$ cat config.mk
export PLATFORM = sky130hd
export DESIGN_NAME = datapath_seq_flat
export DESIGN_NICKNAME = d
export VERILOG_FILES = /design/src/rtl/datapath_pkg.sv /design/src/rtl/datapath_if.sv /design/src/rtl/regfile_p.sv /design/src/rtl/datapath_seq.sv /design/src/flat_wrapper.sv
export SDC_FILE = /design/constraint.sdc
export NUM_CORES = 1
export LEC_CHECK = 0
export CAP_MARGIN = 20
export CORE_MARGIN = 2
export CORE_UTILIZATION = 64
export DETAILED_ROUTE_END_ITERATION = 10
export PLACE_DENSITY = 0.86
export REMOVE_ABC_BUFFERS = 1
export SETUP_SLACK_MARGIN = 0.02
export SLEW_MARGIN = 20
export SYNTH_ARGS = -nofsm -noshare
export SYNTH_HDL_FRONTEND = slang
export SYNTH_SLANG_ARGS = --single-unit
$ cat constraint.sdc
create_clock -name clk -period 6.66 [get_ports clk]
set_clock_uncertainty 0.15 [all_clocks]
set_input_delay 1.332 -clock clk [delete_from_list [all_inputs] [get_ports clk]]
set_output_delay 1.332 -clock clk [all_outputs]
set_load 0.05 [all_outputs]
$ cat src/rtl/datapath_pkg.sv
`default_nettype none
// ============================================================================
//  Module      : datapath_pkg
//  Description : Shared codes for the self-sequenced datapath: ALU op, shift,
//                writeback source, status bit positions and FSM states.
//  Revision    : 1.0  initial release
// ============================================================================
package datapath_pkg;

    typedef enum logic [1:0] {
        ALU_ADD  = 2'b00,
        ALU_SUB  = 2'b01,
        ALU_AND  = 2'b10,
        ALU_NOTB = 2'b11
    } alu_op_e;

    typedef enum logic [1:0] {
        SHIFT_NONE = 2'b00,
        SHIFT_LSL1 = 2'b01,
        SHIFT_LSR1 = 2'b10,
        SHIFT_ASR1 = 2'b11
    } shift_e;

    typedef enum logic [1:0] {
        VSEL_C     = 2'b00,
        VSEL_PC    = 2'b01,
        VSEL_IMM   = 2'b10,
        VSEL_MDATA = 2'b11
    } vsel_e;

    localparam int STAT_Z = 0;
    localparam int STAT_C = 1;
    localparam int STAT_N = 2;
    localparam int STAT_V = 3;

    typedef enum logic [2:0] {
        IDLE = 3'd0,
        RDA  = 3'd1,
        RDB  = 3'd2,
        EXEC = 3'd3,
        WB   = 3'd4
    } state_e;

endpackage
`default_nettype wire

$ cat src/rtl/datapath_if.sv
`default_nettype none
// ============================================================================
//  Module      : datapath_if
//  Description : Command handshake, memory/PC inputs, results and debug port
//                of the datapath, bundled for the decoder-side connection.
//  Revision    : 1.0  initial release
// ============================================================================
interface datapath_if #(
    parameter int WIDTH = 16,
    parameter int NREGS = 8,
    parameter int PCW   = 9
);
    localparam int RW = $clog2(NREGS);

    logic             cmd_valid;
    logic             cmd_ready;
    logic [1:0]       cmd_aluop;
    logic [1:0]       cmd_shift;
    logic             cmd_asel;
    logic             cmd_bsel;
    logic [1:0]       cmd_vsel;
    logic [RW-1:0]    cmd_rn;
    logic [RW-1:0]    cmd_rm;
    logic [RW-1:0]    cmd_rd;
    logic             cmd_wb;
    logic             cmd_loads;
    logic [WIDTH-1:0] cmd_imm;
    logic [WIDTH-1:0] mdata;
    logic [PCW-1:0]   pc;
    logic [WIDTH-1:0] c_out;
    logic [3:0]       status;
    logic             done;
    logic [RW-1:0]    dbg_num;
    logic [WIDTH-1:0] dbg_data;

    modport master (
        output cmd_valid, cmd_aluop, cmd_shift, cmd_asel, cmd_bsel, cmd_vsel,
               cmd_rn, cmd_rm, cmd_rd, cmd_wb, cmd_loads, cmd_imm,
               mdata, pc, dbg_num,
        input  cmd_ready, c_out, status, done, dbg_data
    );

    modport slave (
        input  cmd_valid, cmd_aluop, cmd_shift, cmd_asel, cmd_bsel, cmd_vsel,
               cmd_rn, cmd_rm, cmd_rd, cmd_wb, cmd_loads, cmd_imm,
               mdata, pc, dbg_num,
        output cmd_ready, c_out, status, done, dbg_data
    );

endinterface
`default_nettype wire

$ cat src/rtl/regfile_p.sv
`default_nettype none
// ============================================================================
//  Module      : regfile_p
//  Description : Register file with one synchronous write port and two
//                combinational read ports (datapath and debug).
//  Revision    : 1.0  initial release
// ============================================================================
module regfile_p #(
    parameter int WIDTH = 16,
    parameter int NREGS = 8
) (
    input  wire logic                     clk,
    input  wire logic                     rst_n,
    input  wire logic                     i_we,
    input  wire logic [$clog2(NREGS)-1:0] i_waddr,
    input  wire logic [WIDTH-1:0]         i_wdata,
    input  wire logic [$clog2(NREGS)-1:0] i_raddr,
    output logic      [WIDTH-1:0]         o_rdata,
    input  wire logic [$clog2(NREGS)-1:0] i_dbg_addr,
    output logic      [WIDTH-1:0]         o_dbg_data
);

    logic [WIDTH-1:0] r_regs [NREGS];

    always_ff @(posedge clk or negedge rst_n) begin
        if (!rst_n) begin
            for (int i = 0; i < NREGS; i++) begin
                r_regs[i] <= '0;
            end
        end else if (i_we) begin
            r_regs[i_waddr] <= i_wdata;
        end
    end

    assign o_rdata    = r_regs[i_raddr];
    assign o_dbg_data = r_regs[i_dbg_addr];

endmodule
`default_nettype wire

$ cat src/rtl/datapath_seq.sv
`default_nettype none
// ============================================================================
//  Module      : datapath_seq
//  Description : Self-sequenced datapath: register file, A/B/C registers,
//                B shifter, ALU and status, one command per handshake.
//  Revision    : 1.0  initial release
// ============================================================================
module datapath_seq
    import datapath_pkg::*;
#(
    parameter int WIDTH = 16,
    parameter int NREGS = 8,
    parameter int PCW   = 9
) (
    input  wire logic   clk,
    input  wire logic   rst_n,
    datapath_if.slave   bus
);

    localparam int RW  = $clog2(NREGS);
    localparam int MSB = WIDTH - 1;

    state_e           r_state;
    alu_op_e          r_aluop;
    shift_e           r_shift;
    vsel_e            r_vsel;
    logic             r_asel;
    logic             r_bsel;
    logic             r_wb;
    logic             r_loads;
    logic [RW-1:0]    r_rn;
    logic [RW-1:0]    r_rm;
    logic [RW-1:0]    r_rd;
    logic [WIDTH-1:0] r_imm;
    logic [WIDTH-1:0] r_a;
    logic [WIDTH-1:0] r_b;
    logic [WIDTH-1:0] r_c;
    logic [3:0]       r_status;
    logic             r_done;

    logic [RW-1:0]    w_rd_addr;
    logic [WIDTH-1:0] w_rd_data;
    logic             w_we;
    logic [WIDTH-1:0] w_wdata;
    logic [PCW-1:0]   w_pc;
    logic [WIDTH-1:0] w_a_op;
    logic [WIDTH-1:0] w_b_sh;
    logic [WIDTH-1:0] w_b_op;
    logic [WIDTH:0]   w_sum;
    logic [WIDTH-1:0] w_res;
    logic             w_carry;
    logic             w_ovf;

    // The single datapath read port serves rn in RDA and rm in RDB.
    assign w_rd_addr = (r_state == RDA) ? r_rn : r_rm;
    assign w_we      = (r_state == WB) && r_wb;
    assign w_pc      = bus.pc;

    regfile_p #(
        .WIDTH (WIDTH),
        .NREGS (NREGS)
    ) u_regfile (
        .clk        (clk),
        .rst_n      (rst_n),
        .i_we       (w_we),
        .i_waddr    (r_rd),
        .i_wdata    (w_wdata),
        .i_raddr    (w_rd_addr),
        .o_rdata    (w_rd_data),
        .i_dbg_addr (bus.dbg_num),
        .o_dbg_data (bus.dbg_data)
    );

    always_comb begin
        w_b_sh = r_b;
        case (r_shift)
            SHIFT_LSL1: w_b_sh = {r_b[MSB-1:0], 1'b0};
            SHIFT_LSR1: w_b_sh = {1'b0, r_b[MSB:1]};
            SHIFT_ASR1: w_b_sh = {r_b[MSB], r_b[MSB:1]};
            default:    w_b_sh = r_b;
        endcase
    end

    assign w_a_op = r_asel ? '0 : r_a;
    assign w_b_op = r_bsel ? r_imm : w_b_sh;

    // Subtraction as A + ~B + 1 so the carry-out is the inverted borrow.
    always_comb begin
        w_sum   = '0;
        w_res   = '0;
        w_carry = 1'b0;
        w_ovf   = 1'b0;
        case (r_aluop)
            ALU_ADD: begin
                w_sum   = {1'b0, w_a_op} + {1'b0, w_b_op};
                w_res   = w_sum[MSB:0];
                w_carry = w_sum[WIDTH];
                w_ovf   = (w_a_op[MSB] == w_b_op[MSB]) && (w_res[MSB] != w_a_op[MSB]);
            end
            ALU_SUB: begin
                w_sum   = {1'b0, w_a_op} + {1'b0, ~w_b_op} + (WIDTH+1)'(1);
                w_res   = w_sum[MSB:0];
                w_carry = w_sum[WIDTH];
                w_ovf   = (w_a_op[MSB] != w_b_op[MSB]) && (w_res[MSB] != w_a_op[MSB]);
            end
            ALU_AND: w_res = w_a_op & w_b_op;
            default: w_res = ~w_b_op;
        endcase
    end

    always_comb begin
        w_wdata = r_c;
        case (r_vsel)
            VSEL_C:     w_wdata = r_c;
            VSEL_PC:    w_wdata = WIDTH'(w_pc);
            VSEL_IMM:   w_wdata = r_imm;
            default:    w_wdata = bus.mdata;
        endcase
    end

    always_ff @(posedge clk or negedge rst_n) begin
        if (!rst_n) begin
            r_state  <= IDLE;
            r_aluop  <= ALU_ADD;
            r_shift  <= SHIFT_NONE;
            r_vsel   <= VSEL_C;
            r_asel   <= 1'b0;
            r_bsel   <= 1'b0;
            r_wb     <= 1'b0;
            r_loads  <= 1'b0;
            r_rn     <= '0;
            r_rm     <= '0;
            r_rd     <= '0;
            r_imm    <= '0;
            r_a      <= '0;
            r_b      <= '0;
            r_c      <= '0;
            r_status <= '0;
            r_done   <= 1'b0;
        end else begin
            r_done <= 1'b0;
            case (r_state)
                IDLE: begin
                    if (bus.cmd_valid) begin
                        r_aluop <= alu_op_e'(bus.cmd_aluop);
                        r_shift <= shift_e'(bus.cmd_shift);
                        r_vsel  <= vsel_e'(bus.cmd_vsel);
                        r_asel  <= bus.cmd_asel;
                        r_bsel  <= bus.cmd_bsel;
                        r_wb    <= bus.cmd_wb;
                        r_loads <= bus.cmd_loads;
                        r_rn    <= bus.cmd_rn;
                        r_rm    <= bus.cmd_rm;
                        r_rd    <= bus.cmd_rd;
                        r_imm   <= bus.cmd_imm;
                        // Non-ALU writebacks bypass the operand fetch entirely.
                        r_state <= (vsel_e'(bus.cmd_vsel) == VSEL_C) ? RDA : WB;
                    end
                end
                RDA: begin
                    r_a     <= w_rd_data;
                    r_state <= RDB;
                end
                RDB: begin
                    r_b     <= w_rd_data;
                    r_state <= EXEC;
                end
                EXEC: begin
                    r_c <= w_res;
                    if (r_loads) begin
                        r_status[STAT_Z] <= (w_res == '0);
                        r_status[STAT_C] <= w_carry;
                        r_status[STAT_N] <= w_res[MSB];
                        r_status[STAT_V] <= w_ovf;
                    end
                    r_state <= WB;
                end
                WB: begin
                    r_done  <= 1'b1;
                    r_state <= IDLE;
                end
                default: r_state <= IDLE;
            endcase
        end
    end

    assign bus.cmd_ready = rst_n && (r_state == IDLE);
    assign bus.c_out     = r_c;
    assign bus.status    = r_status;
    assign bus.done      = r_done;

endmodule
`default_nettype wire
$ cat src/flat_wrapper.sv
// flat-port wrapper written by rule: the top's interface ports become plain ports
module datapath_seq_flat import datapath_pkg::*;
#(
    parameter int WIDTH = 16,
    parameter int NREGS = 8,
    parameter int PCW   = 9
)
  (clk, rst_n, bus_cmd_valid, bus_cmd_aluop, bus_cmd_shift, bus_cmd_asel, bus_cmd_bsel, bus_cmd_vsel, bus_cmd_rn, bus_cmd_rm, bus_cmd_rd, bus_cmd_wb, bus_cmd_loads, bus_cmd_imm, bus_mdata, bus_pc, bus_dbg_num, bus_cmd_ready, bus_c_out, bus_status, bus_done, bus_dbg_data);
  datapath_if #(.WIDTH(WIDTH), .NREGS(NREGS), .PCW(PCW)) bus_i ();
  input  wire logic clk;
  input  wire logic rst_n;
  input wire logic [$bits(bus_i.cmd_valid)-1:0] bus_cmd_valid;
  input wire logic [$bits(bus_i.cmd_aluop)-1:0] bus_cmd_aluop;
  input wire logic [$bits(bus_i.cmd_shift)-1:0] bus_cmd_shift;
  input wire logic [$bits(bus_i.cmd_asel)-1:0] bus_cmd_asel;
  input wire logic [$bits(bus_i.cmd_bsel)-1:0] bus_cmd_bsel;
  input wire logic [$bits(bus_i.cmd_vsel)-1:0] bus_cmd_vsel;
  input wire logic [$bits(bus_i.cmd_rn)-1:0] bus_cmd_rn;
  input wire logic [$bits(bus_i.cmd_rm)-1:0] bus_cmd_rm;
  input wire logic [$bits(bus_i.cmd_rd)-1:0] bus_cmd_rd;
  input wire logic [$bits(bus_i.cmd_wb)-1:0] bus_cmd_wb;
  input wire logic [$bits(bus_i.cmd_loads)-1:0] bus_cmd_loads;
  input wire logic [$bits(bus_i.cmd_imm)-1:0] bus_cmd_imm;
  input wire logic [$bits(bus_i.mdata)-1:0] bus_mdata;
  input wire logic [$bits(bus_i.pc)-1:0] bus_pc;
  input wire logic [$bits(bus_i.dbg_num)-1:0] bus_dbg_num;
  output wire logic [$bits(bus_i.cmd_ready)-1:0] bus_cmd_ready;
  output wire logic [$bits(bus_i.c_out)-1:0] bus_c_out;
  output wire logic [$bits(bus_i.status)-1:0] bus_status;
  output wire logic [$bits(bus_i.done)-1:0] bus_done;
  output wire logic [$bits(bus_i.dbg_data)-1:0] bus_dbg_data;
  assign bus_i.cmd_valid = bus_cmd_valid;
  assign bus_i.cmd_aluop = bus_cmd_aluop;
  assign bus_i.cmd_shift = bus_cmd_shift;
  assign bus_i.cmd_asel = bus_cmd_asel;
  assign bus_i.cmd_bsel = bus_cmd_bsel;
  assign bus_i.cmd_vsel = bus_cmd_vsel;
  assign bus_i.cmd_rn = bus_cmd_rn;
  assign bus_i.cmd_rm = bus_cmd_rm;
  assign bus_i.cmd_rd = bus_cmd_rd;
  assign bus_i.cmd_wb = bus_cmd_wb;
  assign bus_i.cmd_loads = bus_cmd_loads;
  assign bus_i.cmd_imm = bus_cmd_imm;
  assign bus_i.mdata = bus_mdata;
  assign bus_i.pc = bus_pc;
  assign bus_i.dbg_num = bus_dbg_num;
  assign bus_cmd_ready = bus_i.cmd_ready;
  assign bus_c_out = bus_i.c_out;
  assign bus_status = bus_i.status;
  assign bus_done = bus_i.done;
  assign bus_dbg_data = bus_i.dbg_data;
  datapath_seq #(.WIDTH(WIDTH), .NREGS(NREGS), .PCW(PCW)) u_core (.clk(clk), .rst_n(rst_n), .bus(bus_i));
endmodule
Word-level counts from Yosys, hierarchy flattened. Cells that the tools add are included. W data, S select, Z words.

Bits of input ports: 66. Output and inout bits: 38. Bits in registers: 219. Word-level logic and storage cells: 86.

$lt $le $gt $ge: 4. Add/subtract/negate cells: 3. Bitwise operators: 5. Reductions and logical operators: 12. Multiplexer cells: 21. Equality and inequality tests: 16.

Operators by type and width (count): $pmux W16 S3 (3); $bwmux W128 (1); $mux W16 (7); $bmux W16 S3 (2); $demux W16 S3 (1); $add A16 B16 Y17 (2); $add A17 B1 Y17 const B (1); $and A16 B16 Y16 (1); $logic_not A16 Y1 (1); $not A16 Y16 (1); $ge A4 B4 Y1 const B (3); $not A3 Y4 (3); $pmux W3 S4 (1); $mux W3 (3); $eq A2 B2 Y1 const B (4); $eq A2 B1 Y1 const B (3); $eq A3 B2 Y1 const B (2); $logic_not A2 Y1 (3); $logic_and A1 B1 Y1 (5); $lt A4 B1 Y1 const B (1); $pmux W1 S2 (2); $reduce_and A2 Y1 (2); $eq A3 B1 Y1 const B (1); $eq A3 B3 Y1 const B (1); other kinds (5) (7).

Longest topological paths before layout.
Word-level depth: 9. Depth in mapped cells: 17.

Modules after synthesis. A second synthesis with hierarchy kept.

Cells, all modules: 1057. Area, all modules: 13533.0 µm².

Modules (own cells, without submodules): regfile_p (times used 1, cells each 393, area each 7000.5 µm²); datapath_seq (times used 1, cells each 664, area each 6532.5 µm²).

Worst setup path after synthesis. No wires, ideal clock.

Kind: input port to output port. From: input bus_dbg_num[0]. To: output bus_dbg_data[0]. Arrival: 3.038 ns. Slack: 2.140 ns. Stages: 4. Path through: clkbuf_1 > buf_1 > mux4_2 > mux2_2.

Word-level cells in the longest chain between the ends: 4.

Ends and longest elaborated chain: from (decl) (line flat_wrapper.sv:26) `input wire logic [$bits(bus_i.dbg_num)-1:0] bus_dbg_num;`; $not A3 Y4 (not written as such) (line regfile_p.sv:36) `assign o_dbg_data = r_regs[i_dbg_addr];`; $bmux W16 S3 (line regfile_p.sv:36); $mux W16 (not written as such) (2 in series) (line regfile_p.sv:36); to (decl) (line flat_wrapper.sv:31) `output wire logic [$bits(bus_i.dbg_data)-1:0] bus_dbg_data;`.

Every way passes these cells. The select of a mux whose other input is x is not followed.

Worst setup path after layout.
From: input bus_dbg_num[1]. To: output bus_dbg_data[11].

The elaborated chain is that of the path after synthesis.

==> results.yml <==
drt:
  first_iter_violations: 1001
  wl_um: 34300
  ant_nets: 0
  viasPerCell: 6.42
  dr.pass1.iters: 6
  via_count: 10800
  wire_per_inst_um: 20.5
  drc: 0
worst_setup_path:
  cp_common_cell: "clkdlybuf4s50_1"
  path_class: "input pin to output pin"
  crit_path_start_kind: "input pin"
  worstSetupEndpointType: "output pin"
  crit_fanout: 24
  slowest_stage: "clkdlybuf4s50_1"
  path_cells: "clkdlybuf4s50_1 -> buf_4 -> mux4_2 -> mux2_2 -> clkdlybuf4s50_1"
  cp.required_ns: 5.18
  crit_arrival_ns: 3.94
  crit_path_max_incr_delay_ns: 0.76
synth:
  netlist_area_mm2: 0.0131
  synthDominantCellAreaShare: 0.417
  ys_types: 78
  ys.flop_type: "dfrtp_1"
  synth_top_area_cell: "dfrtp_1"
  ys_async_sr_fraction: 1.00
  avgSynthCellArea_um2: 9.90
  synth-edff-count: 0
  ys_top_cells_by_area: "dfrtp_1, mux2_2, mux4_2"
  yosys.cell_count.top_type: "nand2_1"
  ys_ff_latch: 219
  synth_commonest_cells: "nand2_1, dfrtp_1, mux2_2"
  yosysWarnings: 0
  ys_seq_area_frac: 0.417
  syn_inst: 1327
cts:
  cts_tree: "yes"
  cts_setup_buffers: 0
  cts_buffers: 24
  clk_path_buf_depth: 3
  cts_sinks: 219
  cts_hold_buf: 0
  worstSkewPairLatency_ns: 0.54
  clk_pin_slew_ns: 0.06
  htreeDepth: 1
  root_buffer: "clkbuf_16"
  cts_resized: 0
floorplanning:
  io_pins: 104
  die_area_mm2: 0.0217
  dieHeight_um: 147
  rows: 52
  die_w_um: 147
  start_util: 0.652
  core_mm2: 0.0202
layout:
  area_growth_pct: 14.8
  drive_above_1_share: 0.190
  design_area_mm2: 0.0151
  nets: 1489
  fillers: 1367
global_route:
  grt_max_degree: 165
  grt_pass1_vias: 10900
  track_usage: 0.325
  grt_overflow: 0
  antenna_found_initial: 0
  grt_pass1_wl_um: 56200
status:
  status: "complete, no violations"
timing:
  finalCritPeriodShare: 0.813
  rsz0062_at_grt: "false"
  setup_violations: 0
  tns_ns: 0
  max-slew-margin-rel: 0.231
  max_freq_ghz: 0.185
  hold_violations: 0
  worstMarginPinSlew_ns: 1.15
  drv_slew: 0
  fin_crit_ns: 5.42
place:
  gp_congestion: 0.933
  numPortBuffers: 103
  placed_cell_area_mm2: 0.0143
  dp_hpwl_um: 23000
run:
  maxCapViolCount: 0
hold_path:
  hp-class: "register to register"
[stage by stage]
| stage | instances | hold WS, ns | setup WS (ns) | utilization |
|---|---|---|---|---|
| detailed placement | 1631 | 0.327 | 1.28 | 0.710 |
| CTS | 1673 | 0.340 | 1.28 | 0.748 |
| global placement | 1631 | 0.316 | 1.33 | 0.710 |
| floorplan | 1237 | 0.316 | 2.08 | - |
| global route | 1673 | 0.374 | 1.20 | 0.748 |
| finish | 1674 | 0.334 | 1.24 | 0.748 |
[per-layer routing]
layer,global-route usage,vias up,routed length [um]
met1,0.431,5277,13700
met3,0.0556,106,2840
li1,-,4858,-
met5,0,-,0
met4,0.122,0,1130
met2,0.543,512,16700
[area by class of cell]
type | count | area [um^2] | area share
clock buffers | 31 | 657 | 0.0435
well taps | 270 | 338 | 0.0224
inverters | 33 | 124 | 0.00821
repair buffers | 124 | 1200 | 0.0795
flip-flops and latches | 219 | 5480 | 0.363
diodes | 1 | 2.50 | 0.000166
multi-input cells | 985 | 7170 | 0.475
clock inverters | 11 | 111 | 0.00738
[placed cells by master (no fill, tap or decap), types with 7 or more instances in the layout]
cell type,Yosys,final
or3_1,8,8
nand2_1,231,231
mux2_2,133,133
o21ai_1,9,9
nand3_1,40,40
and3_1,17,17
a211oi_1,7,7
nand2b_1,8,8
buf_4,3,20
a22oi_1,7,7
nor3_1,10,8
inv_1,31,31
a21oi_1,93,93
ha_1,34,34
clkinv_2,0,7
a311oi_1,17,17
dfrtp_1,219,219
mux2i_1,22,20
clkdlybuf4s50_1,0,101
xnor2_1,9,9
a31oi_1,23,23
o21ai_0,52,52
clkbuf_16,0,24
nor2_1,98,97
mux4_2,46,46
nor2b_1,26,26
[logic make-up (layout without fill, tap and decap cells)]
family	after synthesis	after routing	synth area share
AO/OA/AOI/OAI	259	259	0.122
XOR/XNOR	15	15	0.0100
adder cells (fa/ha/maj)	36	36	0.0354
buffers and inverters	123	199	0.0403
flip-flops	219	219	0.417
multiplexers	206	206	0.215
other	0	1	0
AND/OR/NAND/NOR	469	469	0.160
[flip-flops by register name (all words and copies together) (netlist names)]
name / flops
u_core.bus.c_out: 16
u_core.bus.done: 1
u_core.bus.status: 4
u_core.r_a: 16
u_core.r_aluop: 2
u_core.r_asel: 1
u_core.r_b: 16
u_core.r_bsel: 1
u_core.r_imm: 16
u_core.r_loads: 1
u_core.r_rd: 3
u_core.r_rm: 3
u_core.r_rn: 3
u_core.r_shift: 2
u_core.r_state: 3
u_core.r_vsel: 2
u_core.r_wb: 1
u_core.u_regfile.r_regs: 128
[critical path: cells and delay by family]
family / cells / cell delay (ns)
muxes: 2 / 0.69
buffers and inverters: 3 / 1.90
[path summary, 6_finish.rpt]
| check | from | endpoint | slack [ns] | cells past startpoint |
|---|---|---|---|---|
| setup / recovery | bus_dbg_num[1] | bus_dbg_data[11] | 1.24 | 5 |
| hold / removal | u_core.bus.status[0] | u_core.bus.status[0] | 0.33 | 2 |
| setup reg to reg | u_core.r_bsel | u_core.bus.status[0] | 1.92 | 14 |
| hold reg to reg | u_core.bus.status[0] | u_core.bus.status[0] | 0.33 | 2 |
| max in group asynchronous | rst_n | u_core.bus.c_out[13] | 4.52 | 2 |
| min in group asynchronous | rst_n | u_core.r_rd[1] | 0.60 | 1 |
Power is left out: the tool's default activity adds up to more than one toggle a clock period on the data nets, which glitch-free logic cannot reach.
==> edit 1 (same settings) <==
Encoding of `state_e`: now Gray code (3 bits for 5 states).
--- a/src/rtl/datapath_pkg.sv
+++ b/src/rtl/datapath_pkg.sv
@@ -34,11 +34,11 @@
     localparam int STAT_V = 3;
 
     typedef enum logic [2:0] {
-        IDLE = 3'd0,
-        RDA  = 3'd1,
-        RDB  = 3'd2,
-        EXEC = 3'd3,
-        WB   = 3'd4
+        IDLE = 3'b000,
+        RDA  = 3'b001,
+        RDB  = 3'b011,
+        EXEC = 3'b010,
+        WB   = 3'b110
     } state_e;
 
 endpackage
Behaviour: no difference found for any inputs over 4 cycles, from zero or initial values and one cycle with rst_n low; so few cycles prove little.
==> edit 1 against the original RTL <==
  * Routed wire length up 3.2%
  * Sequential cell count unchanged
  * Area after synthesis is 0.30% higher
  * Die area up 0.29%
  * Register-to-register slack better by 0.03 ns
  * Non-clock buffer count rose by 3
  * Via count increased by 1.3%
  * Final area is 0.17% higher
  * Fmax rose by 3.8%
  * Worst setup slack better by 0.20 ns
  * Largest cell class unchanged
==> edit 1: results (changes against the original RTL) <==
- Outcome: completed
- Lkg Pwr: 6.603 nW
- M2 GR Usage: 55.40% (+1.1 points)
- Gr usage total: 32.90% (+0.39 points)
- Post-Synth XOR/XNOR Area: 1.063% (+0.064 points)
- Initial DRC count: 894 (-11%)
- Reg2Reg Launch Point: u_core.r_shift[0]
- Hold_sp: u_core.bus.status[3]
- Final std cells w/o fill: 1,672 (-0.12%)
- N_diodes: 0 (-1)
- Clock Latency Late Sink: 0.54 ns (about the same)
- Placer congestion estimate: 0.9609 (+3.0%)
- Largest net degree at the start of global routing: 90 (-45%)
- Fin nets: 1,486 (-0.20%)
- DR vias/cell: 6.515 (+1.4%)
- Worst rel slew slack: 24.64% (+1.5 points)
- Top cells by area, synth: dfrtp_1 (42%), mux2_2 (11%), mux4_2 (7.5%)
- Slowest stage delay, CP: 1.21 ns (+0.45 ns)
- Min-Delay Endpoint: u_core.bus.status[3]
- Arr. time, crit path: 3.74 ns (-0.20 ns)
- HPWL after DPL: 23.75 mm (+3.3%)
- Pre-CTS setup slack: 1.377 ns (+0.09564 ns)
- Fraction of layout cells with a size suffix above 1: 18.40% (-0.56 points)
- Mux share of post-synthesis cell area: 21.31% (-0.21 points)
- Sequential share of the synthesized area: 41.58% (-0.12 points)
- Mapped Avg Cell Area: 9.941 um2 (+0.37%)
- Area occupied by multi-input gates: 7147 um2 (-0.37%)
- Initial antenna violation count: 0 (unchanged)
- Vias in the first global route: 10,880 (+0.20%)
- Complex-gate fraction of the synthesized area: 13.09% (+0.85 points)
- Max Root-Sink Buffers: 3 (unchanged)
- Routing usage on met1: 43.40% (+0.26 points)
- Met3 Use GR: 5.216% (-0.34 points)
- Dpl cells: 1,626 (-0.31%)
- First-pass GRT wire length: 57.00 mm (+1.5%)
- CTS buffer count: 25 (+4.2%)
- Fillers: 1,349 (-1.3%)
- R2R Setup Slk: 1.95 ns (+0.03 ns)
- Top cells by count, synth: nand2_1 (238), dfrtp_1 (219), mux2_2 (131), a21oi_1 (76), nor2_1 (75)
- Worst reg-to-reg path cell count: 12 (-2)
- Post-synthesis adder-cell area fraction: 3.531% (-0.010 points)
- Post-DP Area: 14,310 um2 (about the same)
- WL/cell: 21.19 um (+3.4%)
- WHS: 0.3443 ns (+0.01010 ns)
## edit 1: routing by layer
metal,vias to the layer above,routed length (um)
met3,110,2656
met4,0,1313
met2,505,17430
li1,4869,-
met5,-,0
met1,5409,14020
## edit 1: layout make-up
type | count | area share [%]
flip-flops and latches | 219 | 36.26
well taps | 270 | 2.235
inverters | 36 | 0.8942
clock buffers | 36 | 4.612
clock inverters | 9 | 0.6044
repair buffers | 127 | 8.097
multi-input cells | 975 | 47.29
## edit 1: worst max-delay path by stage
| stage | startpoint | end | slack (ns) |
|---|---|---|---|
| after global placement | bus_dbg_num[0] | bus_dbg_data[10] | 1.43 |
| after detailed placement | bus_dbg_num[0] | bus_dbg_data[5] | 1.38 |
| after global routing | bus_dbg_num[2] | bus_dbg_data[10] | 1.46 |
| after floorplan | u_core.r_state[0] | u_core.r_b[0] | 1.12 |
| after CTS | bus_dbg_num[0] | bus_dbg_data[5] | 1.39 |
| final | bus_dbg_num[2] | bus_dbg_data[10] | 1.44 |
## edit 1: power by group
group          internal, mW  switching (mW)  total [mW]
clock network         0.770           0.563        1.33
logic                  2.16            3.14        5.30
registers              1.91           0.610        2.52
total                  4.84            4.32        9.16
## edit 1: worst reg2reg max path, stage by stage (launching register included)
cell and delay, ns:
dfrtp_1 0.87, mux2i_1 0.29, o21ai_0 0.11, mux2_2 0.36
fa_1 0.44, o31ai_1 0.67, a21boi_1 0.16, xnor2_1 0.16
mux4_2 0.49, nor4_2 0.27, nand4_1 0.20, nor4b_2 0.27
a32o_2 0.21
==> edit 2 (same flow settings) <==
Without the edit above. `WIDTH` is set to 16 in 4 places; all go to 18.
--- a/src/rtl/datapath_if.sv
+++ b/src/rtl/datapath_if.sv
@@ -6,7 +6,7 @@
 //  Revision    : 1.0  initial release
 // ============================================================================
 interface datapath_if #(
-    parameter int WIDTH = 16,
+    parameter int WIDTH = 18,
     parameter int NREGS = 8,
     parameter int PCW   = 9
 );
--- a/src/rtl/regfile_p.sv
+++ b/src/rtl/regfile_p.sv
@@ -6,7 +6,7 @@
 //  Revision    : 1.0  initial release
 // ============================================================================
 module regfile_p #(
-    parameter int WIDTH = 16,
+    parameter int WIDTH = 18,
     parameter int NREGS = 8
 ) (
     input  wire logic                     clk,
--- a/src/rtl/datapath_seq.sv
+++ b/src/rtl/datapath_seq.sv
@@ -8,7 +8,7 @@
 module datapath_seq
     import datapath_pkg::*;
 #(
-    parameter int WIDTH = 16,
+    parameter int WIDTH = 18,
     parameter int NREGS = 8,
     parameter int PCW   = 9
 ) (
--- a/src/flat_wrapper.sv
+++ b/src/flat_wrapper.sv
@@ -1,7 +1,7 @@
 // flat-port wrapper written by rule: the top's interface ports become plain ports
 module datapath_seq_flat import datapath_pkg::*;
 #(
-    parameter int WIDTH = 16,
+    parameter int WIDTH = 18,
     parameter int NREGS = 8,
     parameter int PCW   = 9
 )
Interface: changed (resized bus_c_out, bus_cmd_imm, bus_dbg_data and bus_mdata); port bits go from 104 to 112. The function was not compared with the original's and may differ.
==> edit 2 against the original RTL <==
  * Sequential share of layout area down 0.43 points
  * Sequential cell count up 24
  * Worst setup slack better by 0.23 ns
  * Fmax up 4.4%
  * Via count up 17%
  * Routed wire length up 20%
  * Final area up 12%
  * Utilization down 0.20 points
  * Final cell count up 12%
  * Area after synthesis up 13%
  * Critical path type unchanged
  * Highest routed layer unchanged
Power is left out: the tool's default activity adds up to more than one toggle a clock period on the data nets, which glitch-free logic cannot reach.
==> edit 2: results (changes against the original RTL) <==
- Outcome: completed
- Top cells by count, synth: nand2_1 (255), dfrtp_1 (243), mux2_2 (144), nor2_1 (112), a21oi_1 (106)
- Worst reg-to-reg path cell count: 12 (-2)
- Dpl cells: 1,834 (+12%)
- Fin nets: 1,688 (+13%)
- FF-to-FF End: u_core.bus.c_out[16]
- CTS buffer count: 25 (+4.2%)
- N_diodes: 0 (-1)
- Initial DRC count: 1,226 (+22%)
- WHS: 0.3565 ns (+0.02228 ns)
- Gr usage total: 34.27% (+1.8 points)
- I/O Buffers: 111 (+7.8%)
- R2R Setup Slk: 2.06 ns (+0.14 ns)
- Max reg flops: 144 (+13%)
- Post-DP Area: 16,090 um2 (+12%)
- Largest net degree at the start of global routing: 98 (-41%)
- Arr. time, crit path: 3.71 ns (-0.23 ns)
- Met3 Use GR: 6.231% (+0.67 points)
- DR vias/cell: 6.726 (+4.7%)
- Met2 wire length: 19.95 mm (+20%)
- Top cells by area, synth: dfrtp_1 (41%), mux2_2 (11%), mux4_2 (7.0%)
- Placer congestion estimate: 0.9559 (+2.5%)
- Pre-Repair DR Iteration Count: 7 (+1)
- Slew of the pin with the lowest slew margin: 1.098 ns (-0.05145 ns)
- Fillers: 1,563 (+14%)
- Pre-CTS setup slack: 1.519 ns (+0.2376 ns)
- Synth cell types: 88 (+13%)
- Reg2Reg Launch Point: u_core.r_shift[0]
- CP Max Fanout: 36 (+50%)
- Hold_sp: u_core.bus.c_out[8]
- Routed WL: 41.17 mm (+20%)
- Sequential share of the synthesized area: 40.87% (-0.83 points)
- Via count: 12,630 (+17%)
- Min-Delay Endpoint: u_core.bus.c_out[8]
- Routing usage on met1: 44.67% (+1.5 points)
- Met3 wire length: 4.032 mm (+42%)
- HPWL after DPL: 27.34 mm (+19%)
- First-pass GRT wire length: 65.78 mm (+17%)
- Mapped Cells: 1,515 (+14%)
- WL met1: 15.79 mm (+16%)
==> edit 2: cell count changes in the layout (fill, tap and decap cells not counted), moves of 11 or more <==
cell,change
o21ai_0,+22
nor2_1,+14
mux2_2,+11
dfrtp_1,+24
nand2_1,+23
a21oi_1,+13
==> edit 2: kinds of logic (layout without fill, tap and decap cells) <==
kind of cell               Yosys count  count (layout)  share of synthesized area, %
DFF                                243             243                         40.87
and+or+nand+nor                    536             536                         16.34
muxes                              223             223                         20.16
buffers and inverters              138             216                         4.171
xor gates and xnor gates            13              13                        0.7652
AOI/OAI and AO/OA                  320             320                         14.06
adders and majority gates           42              42                         3.633
==> edit 2: area by class of cell <==
type | instances | area, um2 | share of cell area (%)
well taps | 285 | 356.6 | 2.105
repair buffers | 134 | 1282 | 7.571
inverters | 38 | 142.6 | 0.8420
clock buffers | 35 | 733.2 | 4.328
flip-flops and latches | 243 | 6081 | 35.90
multi-input cells | 1134 | 8234 | 48.61
clock inverters | 9 | 110.1 | 0.6500
==> edit 2: worst max path at each step <==
stage                         from               end  slack, ns  cells past startpoint
global placement    bus_dbg_num[1]  bus_dbg_data[17]       1.58                      4
global route        bus_dbg_num[1]  bus_dbg_data[17]       1.45                      4
CTS                 bus_dbg_num[1]  bus_dbg_data[17]       1.51                      4
finish              bus_dbg_num[1]  bus_dbg_data[17]       1.47                      4
floorplan            bus_cmd_valid     u_core.r_asel       1.96                      3
detailed placement  bus_dbg_num[1]  bus_dbg_data[17]       1.52                      4
==> edit 2: critical path, stage by stage <==
cell             delay [ns]
buf_2                  0.75
mux4_2                 0.62
mux2_2                 0.29
clkdlybuf4s50_1        0.70
